--- config.mk ---
export PLATFORM = sky130hd
export DESIGN_NAME = pipe_skid_reg_flat
export DESIGN_NICKNAME = d
export VERILOG_FILES = /design/src/rtl/pipe_skid_reg_pkg.sv /design/src/rtl/pipe_skid_reg_if.sv /design/src/rtl/pipe_skid_reg_dffre.sv /design/src/rtl/pipe_skid_reg.sv /design/src/flat_wrapper.sv
export SDC_FILE = /design/constraint.sdc
export NUM_CORES = 1
export LEC_CHECK = 0
export CAP_MARGIN = 5
export CORE_MARGIN = 2
export CORE_UTILIZATION = 39
export DETAILED_ROUTE_END_ITERATION = 12
export PLACE_DENSITY = 0.67
export SETUP_SLACK_MARGIN = 0.3
export SLEW_MARGIN = 20
export SYNTH_ARGS = -nofsm -noshare
export SYNTH_HDL_FRONTEND = slang
export SYNTH_SLANG_ARGS = --single-unit
--- constraint.sdc ---
create_clock -name clk -period 2.25 [get_ports clk]
set_input_delay 0.45 -clock clk [delete_from_list [all_inputs] [get_ports clk]]
set_output_delay 0.45 -clock clk [all_outputs]
set_load 0.01 [all_outputs]
--- src/rtl/pipe_skid_reg_pkg.sv ---
// rtl/pipe_skid_reg_pkg.sv - shared pipeline constants and occupancy state encoding
package pipe_skid_reg_pkg;

  localparam int BIT_WIDTH = 8;

  // State value doubles as the occupancy count.
  typedef enum logic [1:0] {
    ST_EMPTY = 2'd0,
    ST_ONE   = 2'd1,
    ST_FULL  = 2'd2
  } skid_state_t;

endpackage

--- src/rtl/pipe_skid_reg_if.sv ---
// rtl/pipe_skid_reg_if.sv - producer/consumer valid-ready handshake bundle
import pipe_skid_reg_pkg::*;

interface pipe_skid_reg_if #(
  parameter int W = BIT_WIDTH
);
  logic         in_valid;
  logic         in_ready;
  logic [W-1:0] in_data;
  logic         out_valid;
  logic         out_ready;
  logic [W-1:0] out_data;

  modport slave (
    input  in_valid, in_data, out_ready,
    output in_ready, out_valid, out_data
  );

  modport master (
    output in_valid, in_data, out_ready,
    input  in_ready, out_valid, out_data
  );
endinterface

--- src/rtl/pipe_skid_reg_dffre.sv ---
// rtl/pipe_skid_reg_dffre.sv - W-bit register with async active-low reset and load enable
module pipe_skid_reg_dffre #(
  parameter int W = 8
) (
  input  logic         clk,
  input  logic         rst_n,
  input  logic         i_en,
  input  logic [W-1:0] i_d,
  output logic [W-1:0] o_q
);

  logic [W-1:0] r_q;

  always_ff @(posedge clk or negedge rst_n) begin
    if (!rst_n) begin
      r_q <= '0;
    end else if (i_en) begin
      r_q <= i_d;
    end
  end

  assign o_q = r_q;

endmodule

--- src/rtl/pipe_skid_reg.sv ---
// rtl/pipe_skid_reg.sv - two-entry skid buffer with registered in_ready and full throughput
module pipe_skid_reg
  import pipe_skid_reg_pkg::*;
#(
  parameter int N = BIT_WIDTH
) (
  input  logic            clk,
  input  logic            rst_n,
  input  logic            i_flush,
  output logic [1:0]      o_count,
  pipe_skid_reg_if.slave  bus
);

  skid_state_t r_state;
  skid_state_t w_state_nxt;
  logic        r_alive;
  logic        w_in_fire;
  logic        w_out_fire;
  logic        w_main_en;
  logic        w_skid_en;
  logic [N-1:0] w_main_d;
  logic [N-1:0] w_main_q;
  logic [N-1:0] w_skid_q;

  // Holds in_ready low until the first edge after reset release.
  always_ff @(posedge clk or negedge rst_n) begin
    if (!rst_n) begin
      r_alive <= 1'b0;
      r_state <= ST_EMPTY;
    end else begin
      r_alive <= 1'b1;
      r_state <= w_state_nxt;
    end
  end

  assign bus.in_ready  = r_alive & (r_state != ST_FULL) & ~i_flush & rst_n;
  assign bus.out_valid = (r_state != ST_EMPTY);
  assign bus.out_data  = w_main_q;
  assign o_count       = r_state;

  assign w_in_fire  = bus.in_valid & bus.in_ready;
  assign w_out_fire = bus.out_valid & bus.out_ready;

  always_comb begin
    w_state_nxt = r_state;
    w_main_en   = 1'b0;
    w_skid_en   = 1'b0;
    w_main_d    = bus.in_data;
    if (i_flush) begin
      w_state_nxt = ST_EMPTY;
    end else begin
      unique case (r_state)
        ST_EMPTY: begin
          if (w_in_fire) begin
            w_state_nxt = ST_ONE;
            w_main_en   = 1'b1;
          end
        end
        ST_ONE: begin
          if (w_in_fire && w_out_fire) begin
            w_main_en = 1'b1;
          end else if (w_in_fire) begin
            w_state_nxt = ST_FULL;
            w_skid_en   = 1'b1;
          end else if (w_out_fire) begin
            w_state_nxt = ST_EMPTY;
          end
        end
        ST_FULL: begin
          if (w_out_fire) begin
            w_state_nxt = ST_ONE;
            w_main_en   = 1'b1;
            w_main_d    = w_skid_q;
          end
        end
        default: begin
          w_state_nxt = ST_EMPTY;
        end
      endcase
    end
  end

  pipe_skid_reg_dffre #(.W(N)) u_main (
    .clk   (clk),
    .rst_n (rst_n),
    .i_en  (w_main_en),
    .i_d   (w_main_d),
    .o_q   (w_main_q)
  );

  pipe_skid_reg_dffre #(.W(N)) u_skid (
    .clk   (clk),
    .rst_n (rst_n),
    .i_en  (w_skid_en),
    .i_d   (bus.in_data),
    .o_q   (w_skid_q)
  );

endmodule

--- src/flat_wrapper.sv ---
// flat-port wrapper written by rule: the top's interface ports become plain ports
module pipe_skid_reg_flat import pipe_skid_reg_pkg::*;
#(
  parameter int N = BIT_WIDTH
)
  (clk, rst_n, i_flush, o_count, bus_in_valid, bus_in_data, bus_out_ready, bus_in_ready, bus_out_valid, bus_out_data);
  pipe_skid_reg_if #(.W(8)) bus_i ();
  input  logic clk;
  input  logic rst_n;
  input  logic i_flush;
  output logic [1:0] o_count;
  input wire logic [$bits(bus_i.in_valid)-1:0] bus_in_valid;
  input wire logic [$bits(bus_i.in_data)-1:0] bus_in_data;
  input wire logic [$bits(bus_i.out_ready)-1:0] bus_out_ready;
  output wire logic [$bits(bus_i.in_ready)-1:0] bus_in_ready;
  output wire logic [$bits(bus_i.out_valid)-1:0] bus_out_valid;
  output wire logic [$bits(bus_i.out_data)-1:0] bus_out_data;
  assign bus_i.in_valid = bus_in_valid;
  assign bus_i.in_data = bus_in_data;
  assign bus_i.out_ready = bus_out_ready;
  assign bus_in_ready = bus_i.in_ready;
  assign bus_out_valid = bus_i.out_valid;
  assign bus_out_data = bus_i.out_data;
  pipe_skid_reg #(.N(N)) u_core (.clk(clk), .rst_n(rst_n), .i_flush(i_flush), .o_count(o_count), .bus(bus_i));
endmodule
==> metrics.csv <==
metric,value,unit
root_buffer,clkbuf_4,
rows,17,
hp-class,in2async,
antenna_cells,0,
hold_violations,0,
synthCells,63,
dieArea,2740,um^2
cts_sinks,19,
fmax,0.517,GHz
fillers,195,
drv_slew,0,
layout_min_cycle_time,1.93,ns
max-vdd-ir-drop,460,uV
cts_tree,built,
synth_area_leader_cell,dfrtp_1,
via_per_inst,4.98,
hold_buffers,0,
grt_max_degree,20,
critPathKind,in2reg,
finish.net_count,114,
vias,637,
drive_gt1_frac,0.420,
synth_area,911,um^2
antenna_found_initial,0,
die_x,52.3,um
initial_core_util,0.412,
busiest_layer,met2,
layoutNonFillerInstCount,128,
fin_ws,0.317,ns
track_usage,0.142,
dp.cells,124,
cp_max_fo,5,
utilization,0.584,
ant_nets,0,
end_kind,flip-flop,
grt_pass1_wl,2.85,mm
grt_overflow_total,0,
synth_fp_nets,76,
powerDensity,599,nW/um^2
synth_seq_cells,19,
clockBufferDepth,2,
dp_hpwl,1.36,mm
cts_max_level,1,
ios,25,
finalPower,774,uW
use_met2,0.231,
status,completed,
critPathRequiredTime,2.43,ns
skew,0.000854,ns
use_met1,0.185,
gp_congestion,0.847,
ys.warnings.count,0,
area_growth,41.9,%
postCtsSetupRepairBufs,0,
coreArea,2210,um^2
hold-worst-slack,0.143,ns
ys_types,21,
cp-start-kind,input port,
cts_made_buffers,3,
die_h,52.3,um
maxCapViolations,0,
synth_top_area_share,0.522,
port_buffers,24,
first_global_vias,652,
syn_area_per_cell,14.5,um^2
worstPathArrival,2.11,ns
gr-usage-met3,0.0200,
wl_per_cell,13.7,um
finalCritPeriodShare,0.859,
clk_pin_slew,0.10,ns
power.leakage,0.562,nW
wirelength,1.75,mm
setup_viol,0,
drtIter0Drc,3,
rsz0062_at_grt,no,
insertion_delay,0.28,ns
dp_slack,-0.0306,ns
yosysSeqAreaShare,0.522,
drc,0,
synthTopCellsByArea,"dfrtp_1, mux2_2, a221oi_4",
first_pass_iters,2,
-- where the power goes --
| group | switching [mW] | internal [mW] | total [mW] | leakage, nW |
|---|---|---|---|---|
| registers | 0.0231 | 0.387 | 0.410 | 0.243 |
| clock network | 0.0970 | 0.0688 | 0.166 | 0.0150 |
| logic | 0.0689 | 0.129 | 0.198 | 0.304 |
-- metrics by stage --
stage	setup TNS, ns	instance area [um^2]
floorplan	0	911
global placement	-0.0251	1260
detailed placement	-0.0306	1260
CTS	0	1290
global route	0	1290
finish	0	1290
-- critical path, cell delays in order --
cell	delay (ns)
clkdlybuf4s50_1	0.48
nor4bb_2	0.37
buf_4	0.22
mux2_2	0.34
mux2_2	0.26
-- sequential cells by signal, indices dropped and copies added (netlist names) --
signal and flops:
u_core.o_count 2, u_core.r_alive 1, u_core.u_skid.o_q 8, u_core.u_main.o_q 8
-- kinds of logic after synthesis --
group	synth area share
other	0.00412
flip-flops	0.522
AND/OR/NAND/NOR	0.110
buffers and inverters	0.0151
multiplexers	0.297
AO/OA/AOI/OAI	0.0522
-- cell type report --
cell class / count / area [um^2] / share of cell area
Tap cell: 28 / 35.0 / 0.0271
Multi-Input combinational cell: 41 / 428 / 0.331
Inverter: 1 / 3.75 / 0.00290
Clock buffer: 4 / 26.3 / 0.0203
Sequential cell: 19 / 477 / 0.369
Timing Repair Buffer: 35 / 323 / 0.250
-- cell usage in the layout (no fill, tap or decap), types with 2 or more instances in the layout --
cell,synthesis,routed
dlygate4sd2_1,0,2
mux2_2,24,24
clkbuf_4,0,3
dfrtp_1,19,18
buf_4,0,11
clkdlybuf4s50_1,0,21
-- metal layers --
layer	part of all wire	vias to the layer above
met5	0	-
met4	0.0057	0
met3	0.049	2
met2	0.47	15
met1	0.48	308
li1	-	312
-- repair_timing --
action / in CTS / in global routing
pin swaps: 0 / 0
endpoints found under the setup margin: 2 / 1
resized for setup: 3 / 1
-- cells in the mapped netlist, drive strengths merged --
library cell / number
nand3b: 1
o21ai: 1
conb: 1
a311oi: 1
mux2: 24
nor2b: 1
nand4b: 1
dfrtp: 19
clkbuf: 1
nor4bb: 2
or2: 1
buf: 1
a221oi: 1
nor4: 1
nand2: 1
a211oi: 1
inv: 1
nor3b: 1
or3: 1
nand2b: 1
nand4: 1
-- final timing paths --
path	start	endpoint	slack (ns)	cells after the start
min in group clk	u_core.u_skid.o_q[4]$_DFFE_PN0P_	u_core.u_skid.o_q[4]$_DFFE_PN0P_	0.51	1
setup reg to reg	u_core.o_count[0]$_DFFE_PN0P_	u_core.u_main.o_q[3]$_DFFE_PN0P_	0.49	4
setup / recovery	bus_out_ready	u_core.u_main.o_q[3]$_DFFE_PN0P_	0.32	5
hold / removal	rst_n	u_core.o_count[0]$_DFFE_PN0P_	0.14	2
max in group asynchronous	rst_n	u_core.u_skid.o_q[6]$_DFFE_PN0P_	1.82	2
hold reg to reg	u_core.u_skid.o_q[4]$_DFFE_PN0P_	u_core.u_skid.o_q[4]$_DFFE_PN0P_	0.51	1
Note: power is estimated with default switching activity, not from simulation.
